<file path="config.mk">
export PLATFORM = sky130hd
export DESIGN_NAME = core_s1_fetch
export DESIGN_NICKNAME = d
export VERILOG_FILES = /design/src/rtl/core_s1_fetch.sv
export SDC_FILE = /design/constraint.sdc
export NUM_CORES = 1
export LEC_CHECK = 0
export BUFFER_PORTS_ARGS = -buffer_cell sky130_fd_sc_hd__buf_2
export CAP_MARGIN = 20
export CELL_PAD_IN_SITES_DETAIL_PLACEMENT = 1
export CELL_PAD_IN_SITES_GLOBAL_PLACEMENT = 1
export CORE_MARGIN = 2
export CORE_UTILIZATION = 48
export CTS_CLUSTER_DIAMETER = 40
export DETAILED_ROUTE_END_ITERATION = 12
export PLACE_DENSITY_LB_ADDON = 0.1
export RECOVER_POWER = 100
export REMOVE_ABC_BUFFERS = 1
export SLEW_MARGIN = 15
export SYNTH_ARGS = -nofsm -noshare
export SYNTH_HDL_FRONTEND = slang
export SYNTH_SLANG_ARGS = --single-unit
</file>
<file path="constraint.sdc">
create_clock -name clk -period 7.1 [get_ports clk]
set_input_delay 0 -clock clk [delete_from_list [all_inputs] [get_ports clk]]
set_output_delay 0 -clock clk [all_outputs]
set_load 0.02 [all_outputs]
</file>
<file path="src/rtl/core_s1_fetch.sv">
// core_s1_fetch: stage-1 instruction fetch with credit-limited outstanding requests and a response FIFO.
// Optional feature: define LETC_CORE_S1_MISALIGN_TRAP_EN to turn misaligned redirects into
// misaligned-fetch fault entries instead of silently aligning the target PC.
module core_s1_fetch #(
    parameter int          DEPTH    = 4,
    parameter logic [31:0] RESET_PC = 32'h0000_0000
) (
    input  logic        clk,
    input  logic        rst_n,
    output logic        imem_req_valid,
    input  logic        imem_req_ready,
    output logic [31:0] imem_req_addr,
    input  logic        imem_rsp_valid,
    input  logic [31:0] imem_rsp_data,
    input  logic        imem_rsp_fault,
    input  logic        redirect_valid,
    input  logic [31:0] redirect_pc,
    output logic        s2_valid,
    input  logic        s2_ready,
    output logic [31:0] s2_instr,
    output logic [31:0] s2_pc,
    output logic        s2_access_fault,
    output logic        s2_misaligned_fault
);
    localparam int AW = $clog2(DEPTH);
    localparam int CW = AW + 1;
    localparam logic [CW-1:0] DEPTH_C = CW'(DEPTH);
    localparam logic [CW+1:0] DEPTH_S = (CW + 2)'(DEPTH);

    typedef struct packed {
        logic [31:0] instr;
        logic [31:0] pc;
        logic        af;
        logic        mf;
    } entry_t;

    logic [31:0]   fetch_pc_q, fetch_pc_d;
    logic [31:0]   rsp_pc_q, rsp_pc_d;
    logic [CW-1:0] inflight_q, inflight_d;
    logic [CW-1:0] discard_q, discard_d;
    logic [CW-1:0] count_q, count_d;
    logic [AW-1:0] wr_ptr_q, wr_ptr_d;
    logic [AW-1:0] rd_ptr_q, rd_ptr_d;
    logic          halted_q, halted_d;
    logic          mis_pend_q, mis_pend_d;
    entry_t        fifo_q [DEPTH];
    entry_t        head;
    entry_t        wr_entry;
    logic [CW+1:0] used;
    logic          req_fire;
    logic          rsp_keep;
    logic          mis_push;
    logic          push;
    logic          pop;
    logic [31:0]   redir_pc;
    logic          redir_mis;

`ifdef LETC_CORE_S1_MISALIGN_TRAP_EN
    assign redir_mis = redirect_pc[1:0] != 2'b00;
    assign redir_pc  = redirect_pc;
    // The fault entry waits until stale responses can no longer need FIFO space.
    assign mis_push  = mis_pend_q && (({2'b00, count_q} + {2'b00, discard_q}) < DEPTH_S);
`else
    assign redir_mis = 1'b0;
    assign redir_pc  = redirect_pc & 32'hFFFF_FFFC;
    assign mis_push  = 1'b0;
`endif

    // Every FIFO slot, live request and to-be-dropped response consumes one credit.
    assign used           = {2'b00, count_q} + {2'b00, inflight_q} + {2'b00, discard_q};
    assign imem_req_valid = rst_n && !halted_q && !mis_pend_q && !redirect_valid && (used < DEPTH_S);
    assign imem_req_addr  = fetch_pc_q & 32'hFFFF_FFFC;
    assign req_fire       = imem_req_valid && imem_req_ready;
    assign rsp_keep       = imem_rsp_valid && (discard_q == '0);
    assign push           = !redirect_valid && (rsp_keep || mis_push);
    assign pop            = s2_valid && s2_ready;
    assign head           = fifo_q[rd_ptr_q];

    assign s2_valid            = rst_n && (count_q != '0);
    assign s2_instr            = s2_valid ? head.instr : 32'h0;
    assign s2_pc               = s2_valid ? head.pc : 32'h0;
    assign s2_access_fault     = s2_valid && head.af;
    assign s2_misaligned_fault = s2_valid && head.mf;

    assign wr_entry = mis_push ? '{instr: 32'h0, pc: rsp_pc_q, af: 1'b0, mf: 1'b1}
                               : '{instr: imem_rsp_fault ? 32'h0 : imem_rsp_data,
                                   pc: rsp_pc_q, af: imem_rsp_fault, mf: 1'b0};

    // Next-state: a redirect flushes everything and overrides every other event.
    always_comb begin
        fetch_pc_d = fetch_pc_q;
        rsp_pc_d   = rsp_pc_q;
        inflight_d = inflight_q;
        discard_d  = discard_q;
        count_d    = count_q;
        wr_ptr_d   = wr_ptr_q;
        rd_ptr_d   = rd_ptr_q;
        halted_d   = halted_q;
        mis_pend_d = mis_pend_q;
        if (redirect_valid) begin
            fetch_pc_d = redir_pc;
            rsp_pc_d   = redir_pc;
            inflight_d = '0;
            discard_d  = discard_q + inflight_q - CW'(imem_rsp_valid);
            count_d    = '0;
            wr_ptr_d   = '0;
            rd_ptr_d   = '0;
            halted_d   = 1'b0;
            mis_pend_d = redir_mis;
        end else begin
            fetch_pc_d = req_fire ? fetch_pc_q + 32'd4 : fetch_pc_q;
            rsp_pc_d   = rsp_keep ? rsp_pc_q + 32'd4 : rsp_pc_q;
            inflight_d = inflight_q + CW'(req_fire) - CW'(rsp_keep);
            discard_d  = discard_q - CW'(imem_rsp_valid && (discard_q != '0));
            count_d    = count_q + CW'(push) - CW'(pop);
            wr_ptr_d   = wr_ptr_q + AW'(push);
            rd_ptr_d   = rd_ptr_q + AW'(pop);
            halted_d   = halted_q || (rsp_keep && imem_rsp_fault) || mis_push;
            mis_pend_d = mis_pend_q && !mis_push;
        end
    end

    // Control state registers.
    always_ff @(posedge clk) begin
        if (!rst_n) begin
            fetch_pc_q <= RESET_PC;
            rsp_pc_q   <= RESET_PC;
            inflight_q <= '0;
            discard_q  <= '0;
            count_q    <= '0;
            wr_ptr_q   <= '0;
            rd_ptr_q   <= '0;
            halted_q   <= 1'b0;
            mis_pend_q <= 1'b0;
        end else begin
            fetch_pc_q <= fetch_pc_d;
            rsp_pc_q   <= rsp_pc_d;
            inflight_q <= inflight_d;
            discard_q  <= discard_d;
            count_q    <= count_d;
            wr_ptr_q   <= wr_ptr_d;
            rd_ptr_q   <= rd_ptr_d;
            halted_q   <= halted_d;
            mis_pend_q <= mis_pend_d;
        end
    end

    // FIFO storage needs no reset; occupancy alone decides validity.
    always_ff @(posedge clk) begin
        if (rst_n && push) fifo_q[wr_ptr_q] <= wr_entry;
    end

    // A kept response into a full FIFO means the memory broke the credit contract.
    always_ff @(posedge clk) begin
        if (rst_n && !redirect_valid) assert (!(rsp_keep && (count_q == DEPTH_C) && !pop));
    end
endmodule
</file>
After elaboration in Yosys (flattened, before gate mapping) --
Memories as Yosys holds them, arrays and structs flattened. A register that Yosys moved wholly into a read port is not among the register bits. Cells that the tools add are included.
Word-level totals: bits in registers 78, RAM bits 260, output and inout port bits 100, logic and storage cells 59, memories 1
Operators by class: add/subtract/negate cells 13, $lt $le $gt $ge 1, mux-type cells 11, bitwise operators 1, reductions and logical operators 22
Memories:
- fifo_q | depth 4, bits a word 65, read ports 1, clocked after memory_dff 1, write ports 1, RTL line 46 | entry_t fifo_q [DEPTH];
Operators by type and width (count):
- $mux 32 | 7
- $add 32x3->32 const B | 2
- $logic_and 1x1->1 | 12
- $sub 3x1->3 | 4
- $add 3x1->3 | 2
- $reduce_bool 3->1 | 2
- $add 4x3->5 | 1
- $lt 5x3->1 const B | 1
- $add 2x1->2 | 2
- $add 3x3->4 | 1
- $reduce_bool 2->1 | 2
- $add 3x3->3 | 1
- $logic_not 3->1 | 1
- $mux 3 | 1
- $logic_not 1->1 | 2
- $mux 1 | 2
- $mux 2 | 1
- $reduce_or 2->1 | 1
- $logic_and 1x1->1 const B | 1
- $logic_or 1x1->1 | 1
- $not 1->1 | 1

Longest topological paths before layout --
Gate-level depths: netlist of the first run.
word-level depth 7, gate-level depth with buffers 16

Worst setup path after synthesis of the first run --
No wires, ideal clock.
kind flip-flop to flip-flop, start register discard_q[0], end memory fifo_q[1][0] (netlist bit) (enable), setup time 0.575 ns, arrival time 5.835 ns, path slack 0.690 ns, stages on the path, launching flop included 6, cell sequence dfxtp_1 or4b_1 clkbuf_1 clkinv_1 nand2_1 nor3b_1
Between the ends: longest elaborated chain between the ends 6
Ends and longest elaborated chain:
- start, declared | RTL line 40 | logic [CW-1:0] discard_q, discard_d;
- start signal, assigned | RTL line 139 | discard_q <= discard_d;
- $logic_not 3->1 | RTL line 74 | assign rsp_keep = imem_rsp_valid && (discard_q == '0);
- $logic_and 1x1->1 | RTL line 74
- $logic_and 1x1->1 | RTL line 75 | assign push = !redirect_valid && (rsp_keep || mis_push);
- $logic_and 1x1->1 | RTL line 150 | if (rst_n && push) fifo_q[wr_ptr_q] <= wr_entry;
- $mux 1 | RTL line 150
- $mux 1 (not written as such) | RTL line 150
- end, declared | RTL line 46
No other way between the ends.

Worst setup path after layout of the first run --
start input rst_n, end memory fifo_q[2][61] (netlist bit) (enable)
Between the ends: longest elaborated chain between the ends 3
Ends and longest elaborated chain:
- start, declared | RTL line 9 | input logic rst_n,
- $logic_and 1x1->1 | RTL line 150
- $mux 1 | RTL line 150
- $mux 1 (not written as such) | RTL line 150
No other way between the ends.

==> impl_metrics.sql, run 1 <==
INSERT INTO impl_metrics (metric_group, metric, value, unit) VALUES
('status', 'status', 'finished with violations', ''),
('status', 'violations_in_the_final_reports', 'capacitance limit, slew limit', ''),
('clock_network', 'latest_clock_arrival_within_the_worst_skew_pair', '530', 'ps'),
('synthesis', 'synthFlopType', 'sky130_fd_sc_hd__edfxtp_1', ''),
('grt', 'pin_count_of_the_biggest_net_entering_global_routing', '92', ''),
('clock_network', 'cts-resized-gates', '0', ''),
('route', 'via_per_inst', '5.49', ''),
('sta', 'setup_violations', '0', ''),
('sta', 'setup_total_negative_slack', '0', 'ps'),
('floorplan', 'start_util', '48.4', '%'),
('route', 'vias_after_detailed_routing', '8632', ''),
('sta', 'max_slew_margin', '-151', '%'),
('clock_network', 'clockRootBuffer', 'sky130_fd_sc_hd__clkbuf_16', ''),
('cells_and_area', 'n_fill_cell', '2760', ''),
('synthesis', 'synth_seq_cells', '326', ''),
('setup_path', 'critical_path.max_stage_delay', '1420', 'ps'),
('route', 'routed_wire_length_per_instance', '20.9', 'um'),
('route', 'totalWireLength', '32.8', 'mm'),
('floorplan', 'io_pins', '171', ''),
('synthesis', 'seq_area_frac_synth', '65.5', '%'),
('grt', 'grt_usage', '22.1', '%'),
('sta', 'final_max_slew_viol_count', '428', ''),
('route', 'drt.antenna.violating_nets', '0', ''),
('setup_path', 'setup.worst_path.end_class', 'flip-flop', ''),
('cells_and_area', 'drive_gt1_share', '22.3', '%'),
('placed_design', 'io_buffers', '163', ''),
('sta', 'worst_pin_slew', '3760', 'ps'),
('grt', 'wire_length_of_the_first_global_routing_pass', '52.1', 'mm'),
('sta', 'final.period_utilization', '74.0', '%'),
('setup_path', 'rr_worst_depth', '17', ''),
('setup_path', 'crit_chain', 'clkbuf_1 > clkinv_1 > nor2_1 > nand2_1 > nor3b_1 > clkbuf_2', ''),
('cells_and_area', 'finish.net_count', '1246', ''),
('sta', 'fmaxAchievable', '190', 'MHz'),
('setup_path', 'cp.arrival', '5370', 'ps'),
('synthesis', 'post_synth_inst_count', '917', ''),
('clock_network', 'clk_transition_reported_paths', '50', 'ps'),
('synthesis', 'ys_types', '56', ''),
('placed_design', 'place.gp.congestion', '0.822', ''),
('floorplan', 'rows', '62', ''),
('floorplan', 'die_y', '174', 'um'),
('pwr', 'p_leak', '5.84', 'nW'),
('setup_path', 'timing.setup.critical_path_class', 'in2reg', ''),
('pwr', 'total_power', '4.76', 'mW'),
('clock_network', 'cts_buffers', '42', ''),
('synthesis', 'syn_area', '13800', 'um2'),
('sta', 'skew', '18.7', 'ps'),
('floorplan', 'die_area', '30200', 'um2'),
('grt', 'antenna_violations_before_repair', '0', ''),
('clock_network', 'post_cts.repair.setup_buffers', '0', ''),
('clock_network', 'cts_tree', 'built', ''),
('cells_and_area', 'synthToLayoutAreaGrowth', '23.6', '%'),
('cells_and_area', 'mostFrequentLayoutCell', 'sky130_fd_sc_hd__edfxtp_1', ''),
('cells_and_area', 'fin_util', '59.8', '%'),
('clock_network', 'cts_max_path_buffers', '3', ''),
('sta', 'final.min_clock_period', '5250', 'ps'),
('setup_path', 'critical_path.slowest_cell', 'sky130_fd_sc_hd__nor3b_1', ''),
('sta', 'grt_setup_unrepaired', 'false', ''),
('clock_network', 'cts.htree.levels', '2', ''),
('synthesis', 'yosysWarnings', '0', ''),
('synthesis', 'postSynth.asyncResetShare', '0', '%'),
('route', 'dr.pass1.iters', '4', ''),
('setup_path', 'timing.critical_path.fanout_max', '54', ''),
('synthesis', 'synth-edff-count', '252', ''),
('floorplan', 'chipWidth', '174', 'um'),
('route', 'drcViolationCount', '0', ''),
('grt', 'first_global_vias', '9329', ''),
('cells_and_area', 'most-common-layout-cells', 'sky130_fd_sc_hd__edfxtp_1, sky130_fd_sc_hd__buf_2, sky130_fd_sc_hd__dfxtp_1', ''),
('grt', 'grt_overflow_total', '0', ''),
('setup_path', 'cp.required', '7220', 'ps'),
('placed_design', 'place.detailed.hpwl', '19.6', 'mm'),
('pwr', 'cellPowerDensity', '279', 'nW/um2'),
('pwr', 'peakVddDrop', '0.000167', 'V'),
('route', 'drt-initial-drc-count', '526', ''),
('synthesis', 'synth.avg_cell_area', '15.1', 'um2'),
('sta', 'final-hold-violation-count', '0', ''),
('setup_path', 'critPathLaunchType', 'input pin', ''),
('cells_and_area', 'antenna_cells_inserted', '0', ''),
('floorplan', 'coreArea', '28500', 'um2'),
('hold_path', 'holdPathStages', '4', ''),
('run', 'max_cap_viol_count', '8', ''),
('hold_path', 'timing.hold.worst.class', 'in2reg', ''),
('clock_network', 'clkSinkCount', '326', '');
## power by group
group,switching (mW),internal (mW)
clock network,0.810,1.44
logic,0.195,0.143
registers,0.0577,2.11
total,1.06,3.70
## area by class of cell
cell class | instances | area, um2 | area share (%)
timing repair buffer | 239 | 1470 | 8.62
sequential | 326 | 9050 | 53.0
clock inverter | 27 | 410 | 2.40
multi-input combinational | 515 | 4460 | 26.1
tap | 384 | 480 | 2.81
clock buffer | 51 | 1090 | 6.41
inverter | 29 | 109 | 0.637
## per-layer routing
layer / global-route usage [%] / routed length (um)
met1: 30.1 / 14700
met5: 0 / 0
met3: 3.44 / 1400
met4: 5.43 / 531
met2: 37.6 / 16200
## registers in the layout, summed over array words and instances, names as in the netlist
| register | flops |
|---|---|
| fifo_q | 252 |
| fetch_pc_q | 30 |
| rsp_pc_q | 30 |
| count_q | 3 |
| discard_q | 3 |
| inflight_q | 3 |
| rd_ptr_q | 2 |
| wr_ptr_q | 2 |
| halted_q | 1 |
## per-stage QoR
stage / hold WS (ps) / area (um2) / cells / worst slack, ps
2_1_floorplan: 95.6 / 13600 / 870 / 703
3_3_place_gp: 308 / 15000 / 1426 / 2680
3_5_place_dp: 309 / 15000 / 1426 / 2590
4_1_cts: 56.6 / 17200 / 1571 / 2590
5_1_grt: 95.0 / 17100 / 1571 / 1200
6_report: 57.6 / 17100 / 1571 / 1850
## critical path, delay by kind of cell
kind | cells | cell delay (ps)
buf+inv | 3 | 3450
simple gates | 3 | 1870
## Yosys cell counts, types with 25 or more instances
library cell	count	area, um2
sky130_fd_sc_hd__a21oi_1	42	210
sky130_fd_sc_hd__and2_1	65	407
sky130_fd_sc_hd__clkbuf_1	38	143
sky130_fd_sc_hd__dfxtp_1	74	1480
sky130_fd_sc_hd__edfxtp_1	252	7570
sky130_fd_sc_hd__inv_1	27	101
sky130_fd_sc_hd__mux4_2	63	1420
sky130_fd_sc_hd__nand2_1	28	105
sky130_fd_sc_hd__nor2b_1	33	206
sky130_fd_sc_hd__o21ai_0	32	160
sky130_fd_sc_hd__xnor2_1	25	219
## what timing repair did
item,in CTS,in global routing
hold buffers,67,0
endpoints found under the setup margin,0,0
hold endpoints to repair,187,0
## cell families (layout without fill, tap and decap cells)
group / after synthesis / after routing / share of synthesized area (%)
flip-flops: 326 / 326 / 65.5
AND/OR/NAND/NOR: 256 / 256 / 11.1
AO/OA/AOI/OAI: 117 / 117 / 5.11
buffers and inverters: 80 / 346 / 2.38
multiplexers: 66 / 66 / 10.5
XOR/XNOR: 49 / 49 / 3.10
adder cells (fa/ha/maj): 22 / 22 / 2.32
other: 1 / 5 / 0.0271
## path summary, 6_finish.rpt
path                                          startpoint                  endpoint  slack (ps)
worst max-delay path                               rst_n   fifo_q[2][61]$_DFFE_PP_        1850
worst min register to register       halted_q$_SDFF_PP0_       halted_q$_SDFF_PP0_         510
worst min-delay path                            s2_ready    rd_ptr_q[0]$_SDFF_PP0_          60
worst max register to register  inflight_q[1]$_SDFF_PP0_  inflight_q[2]$_SDFF_PP0_        2190
(Power assumes the default switching activity.)
==> run 2, diff against run 1 <==
--- a/config.mk
+++ b/config.mk
@@ -5,12 +5,13 @@
 export SDC_FILE = /design/constraint.sdc
 export NUM_CORES = 1
 export LEC_CHECK = 0
+export ABC_AREA = 1
 export BUFFER_PORTS_ARGS = -buffer_cell sky130_fd_sc_hd__buf_2
 export CAP_MARGIN = 20
 export CELL_PAD_IN_SITES_DETAIL_PLACEMENT = 1
 export CELL_PAD_IN_SITES_GLOBAL_PLACEMENT = 1
 export CORE_MARGIN = 2
-export CORE_UTILIZATION = 48
+export CORE_UTILIZATION = 45
 export CTS_CLUSTER_DIAMETER = 40
 export DETAILED_ROUTE_END_ITERATION = 12
 export PLACE_DENSITY_LB_ADDON = 0.1
==> constraint.sdc (replaced) <==
create_clock -name clk -period 5.1 [get_ports clk]
set_input_delay 0 -clock clk [delete_from_list [all_inputs] [get_ports clk]]
set_output_delay 0 -clock clk [all_outputs]
set_load 0.02 [all_outputs]
==> run 2 against run 1 <==
Effect of this change:
- the flow still finishes with violations (capacitance limit, slew limit)
- sequential share of layout area fell by 3.9 points
- sequential power rose by 43%
- combinational power rose by 120%
- synthesized cell count rose by 80%
- non-clock buffer count rose by 3
- worst setup slack got worse by 1000 ps
- core utilization fell by 4.5 points
- final area rose by 7.9%
- synthesized area rose by 9.4%
- worst hold slack got worse by 43 ps
- via count rose by 43%
- critical path depth rose by 1
==> impl_metrics.sql, run 2 <==
INSERT INTO impl_metrics (metric_group, metric, value, unit) VALUES
('status', 'status', 'finished with violations', ''),
('status', 'violations_in_the_final_reports', 'capacitance limit, slew limit', ''),
('synthesis', 'synth_most_common_cell', 'sky130_fd_sc_hd__nor2_1', ''),
('grt', 'grt_usage', '24.8', '%'),
('floorplan', 'io_pins', '171', ''),
('placed_design', 'place.gp.congestion', '0.891', ''),
('synthesis', 'synth_fa_ha_area_share', '2.12', '%'),
('floorplan', 'die_area', '35100', 'um2'),
('synthesis', 'synth-compound-area-share', '10.6', '%'),
('sta', 'worst_pin_slew', '2120', 'ps'),
('cells_and_area', 'synthToLayoutAreaGrowth', '21.9', '%'),
('synthesis', 'synth_xor_area_share', '1.39', '%'),
('clock_network', 'cts.htree.levels', '2', ''),
('route', 'drcViolationCount', '0', ''),
('clock_network', 'cts_buffers', '46', ''),
('setup_path', 'setup.worst_path.end_class', 'output port', ''),
('clock_network', 'clkSinkCount', '326', ''),
('clock_network', 'cts_max_path_buffers', '3', ''),
('cells_and_area', 'mostFrequentLayoutCell', 'sky130_fd_sc_hd__nor2_1', ''),
('grt', 'first_global_vias', '13150', ''),
('route', 'dr.pass1.iters', '4', ''),
('floorplan', 'die_y', '187', 'um'),
('synthesis', 'post_synth_mux_area_share', '0', '%'),
('grt', 'antenna_violations_before_repair', '0', ''),
('synthesis', 'synth_simple_gate_area_share', '20.5', '%'),
('synthesis', 'ys_types', '40', ''),
('setup_path', 'timing.critical_path.fanout_max', '64', ''),
('cells_and_area', 'finish.cell_count_without_fillers', '2354', ''),
('floorplan', 'start_util', '45.4', '%'),
('synthesis', 'yosysTopAreaCell', 'sky130_fd_sc_hd__edfxtp_1', ''),
('synthesis', 'post-synth-top-area-fraction', '50.1', '%'),
('clock_network', 'latest_clock_arrival_within_the_worst_skew_pair', '550', 'ps'),
('placed_design', 'io_buffers', '163', ''),
('setup_path', 'cp.arrival', '4280', 'ps'),
('placed_design', 'pre_cts_ws', '1400', 'ps'),
('floorplan', 'rows', '67', ''),
('sta', 'setup_violations', '0', ''),
('sta', 'final_max_slew_viol_count', '271', ''),
('synthesis', 'syn_area', '15100', 'um2'),
('grt', 'grt_overflow_total', '0', ''),
('cells_and_area', 'most-common-layout-cells', 'sky130_fd_sc_hd__nor2_1, sky130_fd_sc_hd__nand2_1, sky130_fd_sc_hd__edfxtp_1', ''),
('synthesis', 'synth-edff-count', '252', ''),
('route', 'totalWireLength', '43.7', 'mm'),
('cells_and_area', 'max_flop_register', 'fifo_q', ''),
('setup_path', 'timing.setup.critical_path_class', 'in2out', ''),
('cells_and_area', 'drive_gt1_share', '9.92', '%'),
('sta', 'skew', '28.0', 'ps'),
('sta', 'setup_total_negative_slack', '0', 'ps'),
('route', 'routed_wire_length_per_instance', '18.6', 'um'),
('setup_path', 'cp.required', '5100', 'ps'),
('hold_path', 'timing.hold.worst.class', 'in2reg', ''),
('pwr', 'cellPowerDensity', '393', 'nW/um2'),
('cells_and_area', 'largestRegisters', 'fifo_q: 252 flops, fetch_pc_q: 30 flops, rsp_pc_q: 30 flops', ''),
('synthesis', 'postSynth.asyncResetShare', '0', '%'),
('clock_network', 'cts_tree', 'built', ''),
('grt', 'pin_count_of_the_biggest_net_entering_global_routing', '78', ''),
('sta', 'final-hold-violation-count', '0', ''),
('synthesis', 'post_synth_inst_count', '1654', ''),
('run', 'max_cap_viol_count', '6', ''),
('route', 'drt.antenna.violating_nets', '0', ''),
('synthesis', 'synth.avg_cell_area', '9.14', 'um2'),
('sta', 'grt_setup_unrepaired', 'false', ''),
('pwr', 'peakVddDrop', '0.000242', 'V'),
('synthesis', 'post_synth_main_area_contributors', 'sky130_fd_sc_hd__edfxtp_1, sky130_fd_sc_hd__nor2_1, sky130_fd_sc_hd__dfxtp_1', ''),
('cells_and_area', 'finish.net_count', '1962', ''),
('setup_path', 'critPathLaunchType', 'input pin', ''),
('grt', 'wire_length_of_the_first_global_routing_pass', '68.9', 'mm'),
('pwr', 'p_leak', '6.91', 'nW'),
('cells_and_area', 'antenna_cells_inserted', '0', ''),
('placed_design', 'dp.cells', '2205', ''),
('synthesis', 'yosysWarnings', '0', ''),
('sta', 'max_slew_margin', '-41.4', '%'),
('floorplan', 'coreArea', '33300', 'um2'),
('sta', 'fmaxAchievable', '234', 'MHz'),
('cells_and_area', 'layout.cell_area.non_filler', '18400', 'um2'),
('sta', 'final.hold.worst_slack', '14.5', 'ps'),
('sta', 'worst_slack', '820', 'ps'),
('synthesis', 'synthFlopType', 'sky130_fd_sc_hd__edfxtp_1', ''),
('route', 'vias_after_detailed_routing', '12346', ''),
('placed_design', 'place.detailed.hpwl', '26.9', 'mm'),
('sta', 'final.min_clock_period', '4280', 'ps'),
('synthesis', 'combinational_family_with_the_most_area_after_synthesis', 'simple AND/OR/NAND/NOR gates', ''),
('cells_and_area', 'n_fill_cell', '3857', ''),
('synthesis', 'synth.cells.most_frequent', 'sky130_fd_sc_hd__nor2_1, sky130_fd_sc_hd__nand2_1, sky130_fd_sc_hd__edfxtp_1', ''),
('cells_and_area', 'fin_util', '55.4', '%'),
('clock_network', 'clk_transition_reported_paths', '60', 'ps'),
('synthesis', 'seq_area_frac_synth', '59.9', '%'),
('clock_network', 'clockRootBuffer', 'sky130_fd_sc_hd__clkbuf_16', ''),
('placed_design', 'placedInstanceArea', '16300', 'um2'),
('sta', 'final.period_utilization', '83.9', '%'),
('route', 'drt-initial-drc-count', '597', ''),
('clock_network', 'cts-resized-gates', '0', ''),
('floorplan', 'chipWidth', '187', 'um'),
('synthesis', 'synth_seq_cells', '326', ''),
('pwr', 'total_power', '7.24', 'mW'),
('cells_and_area', 'largest_reg_flops', '252', ''),
('route', 'via_per_inst', '5.24', '');
run 2: changes by cell type in the layout (fill, tap and decap cells not counted), sizes merged, moves of 44 or more:
cell	change
o21ai	+153
nor2	+400
and2	-66
nand2	+233
inv	+107
clkbuf	+44
a21oi	+60
mux4	-63
run 2: where the power goes:
| part | internal, mW | total, mW | switching [mW] |
|---|---|---|---|
| Clock | 2.13 | 3.40 | 1.27 |
| Combinational | 0.253 | 0.741 | 0.488 |
| Sequential | 2.99 | 3.10 | 0.112 |
| Total | 5.37 | 7.24 | 1.87 |
run 2: what timing repair did:
item	CTS	global route
hold buffers	64	0
setup buffers	0	0
hold endpoints to repair	200	0
run 2: cells by family after synthesis:
family                   after synthesis
XOR/XNOR                              24
other                                  1
flip-flops                           326
adder cells (fa/ha/maj)               22
buffers and inverters                207
AO/OA/AOI/OAI                        308
AND/OR/NAND/NOR                      766
run 2: worst paths after layout:
path	from	end	slack (ps)	depth (start not counted)
worst min-delay path	s2_ready	rd_ptr_q[0]$_SDFF_PP0_	10	6
worst max-delay path	rst_n	s2_pc[17]	820	7
worst max register to register	inflight_q[1]$_SDFF_PP0_	inflight_q[2]$_SDFF_PP0_	1270	13
worst min register to register	rsp_pc_q[29]$_SDFFE_PN0P_	fifo_q[2][30]$_DFFE_PP_	530	0
run 2: per-layer routing:
layer,up-vias,track usage (%),routed length [um]
li1,5929,-,-
met1,6093,31.1,19100
met2,271,45.3,22100
met3,53,3.11,1750
met4,0,6.59,755
met5,-,0,0
run 2: critical path: stages:
cell	delay [ps]
sky130_fd_sc_hd__dlygate4sd3_1	520
sky130_fd_sc_hd__clkbuf_1	270
sky130_fd_sc_hd__clkbuf_1	1200
sky130_fd_sc_hd__o31ai_1	290
sky130_fd_sc_hd__clkbuf_2	980
sky130_fd_sc_hd__a21oi_1	690
sky130_fd_sc_hd__buf_2	250
run 2: area by class of cell:
class                           count  area (um2)  area share (%)
Timing Repair Buffer              242        1440            7.81
Clock inverter                     36         480            2.61
Tap cell                          448         561            3.04
Multi-Input combinational cell   1125        5230            28.4
Inverter                          128         482            2.61
Sequential cell                   326        9050            49.1
Clock buffer                       49        1180            6.42
